`src/rtl/npc_pkg.sv`:
```
// Shared encodings and constants for the npc fetch pipeline.
package npc_pkg;

  typedef enum logic [1:0] {
    IF_IDLE = 2'd0,
    IF_WAIT = 2'd1,
    IF_HOLD = 2'd2
  } if_state_e;

  localparam logic [63:0] RESET_PC_DEF        = 64'h8000_0000;
  localparam logic [62:0] ECODE_INST_MISALIGN = 63'd0;
  localparam logic [31:0] NOP_INST            = 32'h0000_0013;

endpackage

```
`src/rtl/if_stage_if.sv`:
```
// Instruction-memory, decode handshake and redirect signals of the fetch stage.
interface if_stage_if;
  logic        imem_req;
  logic [63:0] imem_addr;
  logic        imem_gnt;
  logic        imem_rvalid;
  logic [31:0] imem_rdata;
  logic        if_to_id_valid;
  logic        id_allow_in;
  logic [63:0] if_pc;
  logic [31:0] if_inst;
  logic        br_taken;
  logic [63:0] br_target;
  logic        flush;
  logic [63:0] flush_target;
  logic        id_inst_cancel;
  logic        if_ex;
  logic [62:0] if_ecode;

  modport master (
    output imem_req, imem_addr, if_to_id_valid, if_pc, if_inst,
           id_inst_cancel, if_ex, if_ecode,
    input  imem_gnt, imem_rvalid, imem_rdata, id_allow_in,
           br_taken, br_target, flush, flush_target
  );

  modport slave (
    input  imem_req, imem_addr, if_to_id_valid, if_pc, if_inst,
           id_inst_cancel, if_ex, if_ecode,
    output imem_gnt, imem_rvalid, imem_rdata, id_allow_in,
           br_taken, br_target, flush, flush_target
  );
endinterface

```
`src/rtl/if_stage_pc_gen.sv`:
```
// Fetch PC register: redirect has priority over the sequential +4 step.
module if_pc_gen #(
  parameter logic [63:0] RESET_PC = 64'h8000_0000
) (
  input  logic        clk,
  input  logic        rst,
  input  logic        advance,
  input  logic        redirect,
  input  logic [63:0] target,
  output logic [63:0] pc
);

  always_ff @(posedge clk) begin
    if (rst)
      pc <= RESET_PC;
    else if (redirect)
      pc <= target;
    else if (advance)
      pc <= pc + 64'd4;
  end

endmodule

```
`src/rtl/if_stage.sv`:
```
// Instruction-fetch stage: one outstanding imem request, single-entry buffer to decode.
// Optional fetch-misalignment trap when IFU_MISALIGN_CHK_EN is defined.
//
// state   | meaning
// IF_IDLE | request pc from imem (suppressed while redirecting)
// IF_WAIT | request granted, waiting for rvalid; drop marks a stale response
// IF_HOLD | instruction (or misalign exception) presented to decode
module if_stage
  import npc_pkg::*;
#(
  parameter logic [63:0] RESET_PC = RESET_PC_DEF
) (
  input logic        clk,
  input logic        rst,
  if_stage_if.master bus
);

  if_state_e   state_q, state_d;
  logic        drop_q, drop_d;
  logic        ex_q, ex_d;
  logic [63:0] pc_q, pc_q_d;
  logic [31:0] inst_q, inst_q_d;
  logic [63:0] pc;
  logic [63:0] target;
  logic        redirect;
  logic        misalign;
  logic        advance;
  logic        req;
  logic        valid;

  assign redirect = bus.flush | bus.br_taken;
  assign target   = bus.flush ? bus.flush_target : bus.br_target;

`ifdef IFU_MISALIGN_CHK_EN
  assign misalign = (pc[1:0] != 2'b00);
`else
  assign misalign = 1'b0;
`endif

  assign advance = req & bus.imem_gnt;

  if_pc_gen #(.RESET_PC(RESET_PC)) u_pc_gen (
    .clk      (clk),
    .rst      (rst),
    .advance  (advance),
    .redirect (redirect),
    .target   (target),
    .pc       (pc)
  );

  always_ff @(posedge clk) begin
    if (rst) begin
      state_q <= IF_IDLE;
      drop_q  <= 1'b0;
      ex_q    <= 1'b0;
      pc_q    <= 64'd0;
      inst_q  <= 32'd0;
    end else begin
      state_q <= state_d;
      drop_q  <= drop_d;
      ex_q    <= ex_d;
      pc_q    <= pc_q_d;
      inst_q  <= inst_q_d;
    end
  end

  always_comb begin
    state_d  = state_q;
    drop_d   = drop_q;
    ex_d     = ex_q;
    pc_q_d   = pc_q;
    inst_q_d = inst_q;
    req      = 1'b0;
    valid    = 1'b0;
    case (state_q)
      IF_IDLE: begin
        req = ~redirect & ~misalign & ~rst;
        if (!redirect) begin
          if (misalign) begin
            state_d  = IF_HOLD;
            ex_d     = 1'b1;
            pc_q_d   = pc;
            inst_q_d = NOP_INST;
          end else if (req && bus.imem_gnt) begin
            state_d = IF_WAIT;
            pc_q_d  = pc;
          end
        end
      end
      IF_WAIT: begin
        if (bus.imem_rvalid) begin
          if (drop_q || redirect) begin
            drop_d  = 1'b0;
            state_d = IF_IDLE;
          end else begin
            inst_q_d = bus.imem_rdata;
            ex_d     = 1'b0;
            state_d  = IF_HOLD;
          end
        end else if (redirect) begin
          drop_d = 1'b1;
        end
      end
      IF_HOLD: begin
        valid = ~redirect & ~rst;
        // A misalign exception parks here until a redirect clears it.
        if (redirect) begin
          ex_d    = 1'b0;
          state_d = IF_IDLE;
        end else if (!ex_q && bus.id_allow_in) begin
          state_d = IF_IDLE;
        end
      end
      default: state_d = IF_IDLE;
    endcase
  end

  assign bus.imem_req       = req;
  assign bus.imem_addr      = pc;
  assign bus.if_to_id_valid = valid;
  assign bus.if_pc          = pc_q;
  assign bus.if_inst        = inst_q;
  assign bus.id_inst_cancel = redirect;
  assign bus.if_ex          = ex_q;
  assign bus.if_ecode       = ECODE_INST_MISALIGN;

endmodule

```
`src/flat_wrapper.sv`:
```
// flat-port wrapper written by rule: the top's interface ports become plain ports
module if_stage_flat import npc_pkg::*;
#(
  parameter logic [63:0] RESET_PC = RESET_PC_DEF
)
  (clk, rst, bus_imem_req, bus_imem_addr, bus_if_to_id_valid, bus_if_pc, bus_if_inst, bus_id_inst_cancel, bus_if_ex, bus_if_ecode, bus_imem_gnt, bus_imem_rvalid, bus_imem_rdata, bus_id_allow_in, bus_br_taken, bus_br_target, bus_flush, bus_flush_target);
  if_stage_if bus_i ();
  input logic clk;
  input logic rst;
  output wire logic [$bits(bus_i.imem_req)-1:0] bus_imem_req;
  output wire logic [$bits(bus_i.imem_addr)-1:0] bus_imem_addr;
  output wire logic [$bits(bus_i.if_to_id_valid)-1:0] bus_if_to_id_valid;
  output wire logic [$bits(bus_i.if_pc)-1:0] bus_if_pc;
  output wire logic [$bits(bus_i.if_inst)-1:0] bus_if_inst;
  output wire logic [$bits(bus_i.id_inst_cancel)-1:0] bus_id_inst_cancel;
  output wire logic [$bits(bus_i.if_ex)-1:0] bus_if_ex;
  output wire logic [$bits(bus_i.if_ecode)-1:0] bus_if_ecode;
  input wire logic [$bits(bus_i.imem_gnt)-1:0] bus_imem_gnt;
  input wire logic [$bits(bus_i.imem_rvalid)-1:0] bus_imem_rvalid;
  input wire logic [$bits(bus_i.imem_rdata)-1:0] bus_imem_rdata;
  input wire logic [$bits(bus_i.id_allow_in)-1:0] bus_id_allow_in;
  input wire logic [$bits(bus_i.br_taken)-1:0] bus_br_taken;
  input wire logic [$bits(bus_i.br_target)-1:0] bus_br_target;
  input wire logic [$bits(bus_i.flush)-1:0] bus_flush;
  input wire logic [$bits(bus_i.flush_target)-1:0] bus_flush_target;
  assign bus_imem_req = bus_i.imem_req;
  assign bus_imem_addr = bus_i.imem_addr;
  assign bus_if_to_id_valid = bus_i.if_to_id_valid;
  assign bus_if_pc = bus_i.if_pc;
  assign bus_if_inst = bus_i.if_inst;
  assign bus_id_inst_cancel = bus_i.id_inst_cancel;
  assign bus_if_ex = bus_i.if_ex;
  assign bus_if_ecode = bus_i.if_ecode;
  assign bus_i.imem_gnt = bus_imem_gnt;
  assign bus_i.imem_rvalid = bus_imem_rvalid;
  assign bus_i.imem_rdata = bus_imem_rdata;
  assign bus_i.id_allow_in = bus_id_allow_in;
  assign bus_i.br_taken = bus_br_taken;
  assign bus_i.br_target = bus_br_target;
  assign bus_i.flush = bus_flush;
  assign bus_i.flush_target = bus_flush_target;
  if_stage #(.RESET_PC(RESET_PC)) u_core (.clk(clk), .rst(rst), .bus(bus_i));
endmodule
```
`config.mk`:
```
export PLATFORM = sky130hd
export DESIGN_NAME = if_stage_flat
export DESIGN_NICKNAME = d
export VERILOG_FILES = /design/src/rtl/npc_pkg.sv /design/src/rtl/if_stage_if.sv /design/src/rtl/if_stage_pc_gen.sv /design/src/rtl/if_stage.sv /design/src/flat_wrapper.sv
export SDC_FILE = /design/constraint.sdc
export NUM_CORES = 1
export LEC_CHECK = 0
export ABC_CLOCK_PERIOD_IN_PS = 2500
export CORE_ASPECT_RATIO = 0.5
export CORE_UTILIZATION = 40
export DETAILED_ROUTE_END_ITERATION = 6
export PLACE_DENSITY = 0.75
export SYNTH_ARGS = -nofsm -noshare
export SYNTH_HDL_FRONTEND = slang
export SYNTH_SLANG_ARGS = --single-unit
```
`constraint.sdc`:
```
create_clock -name clk -period 2.5 [get_ports clk]
set_input_delay 0.625 -clock clk [delete_from_list [all_inputs] [get_ports clk]]
set_output_delay 0.625 -clock clk [all_outputs]
set_load 0.1 [all_outputs]
```
* Word-level counts from Yosys, hierarchy flattened
Cells that the tools add are included.
W data, S select, Z words.
** Storage, ports and cells
- Memory bits (writable) :: 0
- Memories :: 0
- Flip-flop bits (word level) :: 164
- Bits in latches :: 0
- Input bits :: 167
- Word-level logic and storage cells :: 54
- Memory bits (read-only) :: 0
- Output and inout port bits :: 227
** Operators by class
- Magnitude comparators :: 0
- Add/subtract/negate cells :: 1
- Shifts and indexed selects :: 0
- Multiplexer cells :: 19
- Divide/modulo/power cells :: 0
- Eq/ne operators :: 9
- Reductions and logical operators :: 13
- Bitwise gates (word level) :: 6
- $mul :: 0
** Operators by type and width (number)
- $mux W64 :: 3
- $add A64 B3 Y64 const B :: 1
- $mux W2 :: 6
- $reduce_and A3 Y1 :: 3
- $mux W1 :: 8
- $reduce_and A4 Y1 :: 2
- $ne A2 B1 Y1 const B :: 3
- $ne A2 B2 Y1 const B :: 3
- $pmux W2 S3 :: 1
- $reduce_bool A2 Y1 :: 3
- $ne A3 B1 Y1 const B :: 1
- $not A1 Y1 :: 3
- $and A1 B1 Y1 :: 2
- $eq A2 B1 Y1 const B :: 1
- $eq A2 B2 Y1 const B :: 1
- $logic_and A1 B1 Y1 :: 2
- $logic_not A2 Y1 :: 1
- $pmux W1 S2 :: 1
- $logic_not A1 Y1 :: 1
- $logic_or A1 B1 Y1 :: 1
- $or A1 B1 Y1 :: 1

* Logic depth before layout (Yosys ltp)
- Word-level depth :: 7
- Depth in mapped cells :: 9
- Gate-level depth less buffers :: 7

* Hierarchy
Synthesis repeated with hierarchy kept, for this count alone.
** Unflattened totals
- Cells, all modules :: 1062
- Area total of the unflattened synthesis :: 9271.4 sq um
** By module, submodules not included
- if_stage :: area each 5307.6 sq um, sequential area each 1981.9 sq um, instances 1, cells each 588
- if_pc_gen :: area each 3963.8 sq um, sequential area each 1281.2 sq um, instances 1, cells each 474

* Least setup slack after synthesis
No wires, ideal clock.
- Path type :: input -> output
- Start point :: input port bus_flush
- End point :: output port bus_if_to_id_valid
- Arrival time :: 3847 ps
- Data required time :: 1875 ps
- Stages on the path :: 6
- Slack :: -1972 ps
- Buffers on the path :: 3
- Cells stage by stage :: clkbuf_1 nor2_1 clkbuf_1 clkbuf_1 nand2_1 nor3b_1
** On the way
- Longest elaborated chain between the ends :: 4
** Ends and longest elaborated chain
- start: declaration :: RTL line flat_wrapper.sv:24 : input wire logic [$bits(bus_i.flush)-1:0] bus_flush;
- $or A1 B1 Y1 :: RTL line if_stage.sv:31 : assign redirect = bus.flush | bus.br_taken;
- $not A1 Y1 :: RTL line if_stage.sv:105 : valid = ~redirect & ~rst;
- $and A1 B1 Y1 :: RTL line if_stage.sv:105
- $mux W1 :: RTL line if_stage.sv:75 : case (state_q)
- end: declaration :: RTL line flat_wrapper.sv:12 : output wire logic [$bits(bus_i.if_to_id_valid)-1:0] bus_if_to_id_valid;
No other way between the ends.

* Worst setup path in the final report
- Start point :: input port rst
- End point :: output port bus_if_to_id_valid
** On the way
- Longest elaborated chain between the ends :: 3
** Ends and longest elaborated chain
- start: declaration :: RTL line flat_wrapper.sv:9 : input logic rst;
- $not A1 Y1 :: RTL line if_stage.sv:105
- $and A1 B1 Y1 :: RTL line if_stage.sv:105
- $mux W1 :: RTL line if_stage.sv:75
No other way between the ends.

==> impl_metrics.yaml <==
clocking:
  cts_sinks: 163
  htreeDepth: 4
  cts_root_buf: "clkbuf_16"
  ctsHoldBuffers: 0
  clkTransAtPathRegs_ns: 0.06
  post_cts_buffers: 0
  worstSkewPairLatency_ns: 0.44
  cts_tree: "yes"
  clock_path_buffers: 2
  cts_buffers: 17
critical_path:
  critical_path_class: "in2out"
  worstSetupStartpoint: "rst"
  critical_path_arrival_ns: 1.73
  r2r_slack_ns: 0.18
  r2r_end: "u_core.u_pc_gen.pc[62]"
  crit_required_ns: 1.88
  worst-path-max-fanout: 22
  rr_worst_depth: 6
  endpoint_kind: "output pin"
  endpoint: "bus_if_to_id_valid"
  r2r-start: "u_core.u_pc_gen.pc[30]"
  cp-start-kind: "input pin"
global_route:
  grt_pass1_vias: 9082
  grt_max_degree: 130
  grt_pass1_wl_um: 50300
  antenna_found_initial: 1
  grt-ovfl-total: 0
  grtUsageTotal_pct: 29.1
power_and_ir_drop:
  power.total_mw: 7.58
  p_leak_nw: 4.95
  powerDensity_nw_per_um2: 603
  peakVddDrop_mv: 0.503
routing:
  vias_per_cell: 5.49
  dr.pass1.iters: 5
  drcViolationCount: 0
  wl_per_cell_um: 18.6
  vias: 9758
  drt_iter0_drc: 845
  routed_wl_um: 33100
  ant_nets: 0
sta:
  fin_ws_ns: 0.150
  relSlewSlack_pct: 51.8
  period_minus_slack_ns: 2.35
  rsz0062_at_grt: "false"
  drv_slew: 0
  fin_skew_ns: 0.00801
  max_freq_mhz: 426
  tightest_slew_ns: 0.722
  hold_ws_ns: 0.456
  period_share_pct: 94.0
  finalHoldViolCount: 0
  setup_violations: 0
yosys:
  yosys_warnings: 0
  synthCells: 1164
  syn-cell-area_um2: 8610
  synth_edf_count: 0
  synth_seq_cells: 163
  synth_cell_types: 65
  synth-seq-area-share_pct: 37.9
  async_flop_share_pct: 0
  syn_area_per_cell_um2: 7.39
  synth_flop_cell: "dfxtp_1"
die:
  rows: 37
  die_width_um: 209
  num_io_pins: 394
  die_area_um2: 22100
  die_y_um: 106
  start_util_pct: 41.3
  core_um2: 20800
final_layout:
  final_nets: 1661
  post_route_cells_drive_above_1_share_pct: 21.9
  n_antenna_cell: 0
  syn2layout_area_growth_pct: 45.9
  final_cell_area_um2: 12600
place:
  place.port_buffers: 329
  placed_area_um2: 11900
  hpwl_um: 24100
  gp_congestion: 0.899
  pre_cts_ws_ns: -0.235
worst_hold_path:
  worstHoldPathType: "reg2reg"
outcome:
  status: "finished, final reports clean"
job:
  maxCapViolCount: 0
==> layout by cell type (no fill, tap or decap), types with 27 or more instances in the layout <==
master	synthesis	final
nand2_1	263	261
nor3_1	28	27
a21oi_1	183	183
buf_4	64	223
nand3_1	35	35
clkdlybuf4s50_1	0	163
dfxtp_1	163	119
o21ai_0	50	50
and3_1	40	40
conb_1	1	64
dfxtp_2	0	44
nor2_1	45	40
==> cell type report <==
cell class,count,area (um2)
clock inverter,10,159
inverter,9,33.8
multi-input combinational,907,4800
timing repair buffer,395,3460
clock buffer,20,447
tap,273,342
sequential,163,3320
fill,1891,8270
==> worst min-delay path by stage <==
stage | endpoint | slack (ns) | cells past startpoint | from
after global placement | u_core.bus.if_inst[5] | 0.44 | 2 | u_core.bus.if_inst[5]
after detailed placement | u_core.bus.if_pc[54] | 0.45 | 2 | u_core.bus.if_pc[54]
after global routing | u_core.bus.if_inst[27] | 0.48 | 2 | u_core.bus.if_inst[27]
after CTS | u_core.bus.if_pc[54] | 0.46 | 2 | u_core.bus.if_pc[54]
final | u_core.bus.if_pc[1] | 0.46 | 2 | u_core.bus.if_pc[1]
after floorplan | u_core.drop_q | 0.50 | 2 | u_core.drop_q
==> report_power, final <==
part	switching (mW)	total [mW]	internal (mW)
clock	1.09	2.78	1.68
combinational	1.45	1.99	0.543
sequential	0.122	2.81	2.69
total	2.67	7.58	4.91
==> critical path, cell delays in order <==
cell	delay [ns]
buf_4	0.11
buf_4	0.21
inv_1	0.18
nand2_8	0.13
nor3b_4	0.25
buf_12	0.20
==> per-layer routing <==
metal  part of all wire, %  vias to the layer above  global-route usage (%)
li1                      -                     4659                       -
met1                    43                     4570                    38.0
met2                    46                      467                    46.6
met3                   8.3                       60                    7.60
met4                   2.2                        2                    9.87
met5                 0.030                        -                       0
==> synthesized netlist by cell type, drive strengths merged, types with 6 or more instances <==
| cell type | instances | area, um2 |
|---|---|---|
| or3 | 8 | 50.1 |
| o31a | 6 | 52.6 |
| buf | 82 | 564 |
| o31ai | 10 | 75.1 |
| o21a | 7 | 52.6 |
| dfxtp | 163 | 3260 |
| and3 | 40 | 250 |
| nor3 | 28 | 140 |
| a211oi | 23 | 173 |
| nand4 | 25 | 175 |
| mux2i | 6 | 60.1 |
| a21oi | 183 | 916 |
| o21ai | 57 | 285 |
| clkbuf | 66 | 248 |
| inv | 9 | 33.8 |
| nand3 | 37 | 203 |
| xnor2 | 8 | 70.1 |
| nand2 | 263 | 987 |
| nor2 | 46 | 175 |
| nor4 | 15 | 154 |
==> flip-flops by register name (all words and copies together) (netlist names) <==
| signal | flops |
|---|---|
| u_core.drop_q | 1 |
| u_core.bus.if_inst | 32 |
| u_core.state_q | 2 |
| u_core.bus.if_pc | 64 |
| u_core.u_pc_gen.pc | 64 |
==> timing repair <==
action,in CTS,in global routing
endpoints found under the hold margin,0,0
endpoints found under the setup margin,0,2
resized for setup,0,3
==> through the flow <==
step | utilization (%) | std cells | TNS (ns)
after floorplan | - | 1227 | -0.308
after CTS | 60.2 | 1777 | 0
after global routing | 60.3 | 1777 | 0
final | 60.3 | 1777 | 0
after detailed placement | 57.3 | 1747 | -4.54
after global placement | 57.3 | 1747 | -2.23
==> kinds of logic (layout without fill, tap and decap cells) <==
kind of cell / after synthesis / in the layout / synth area share, %
simple gates: 491 / 491 / 27.4
flops: 163 / 163 / 37.9
mux: 6 / 6 / 0.698
compound gates: 333 / 333 / 22.8
xor+xnor: 12 / 12 / 1.22
buf+inv: 157 / 434 / 9.83
other cells: 1 / 64 / 0.0436
fa+ha+maj: 1 / 1 / 0.145
(Power assumes the default switching activity.)
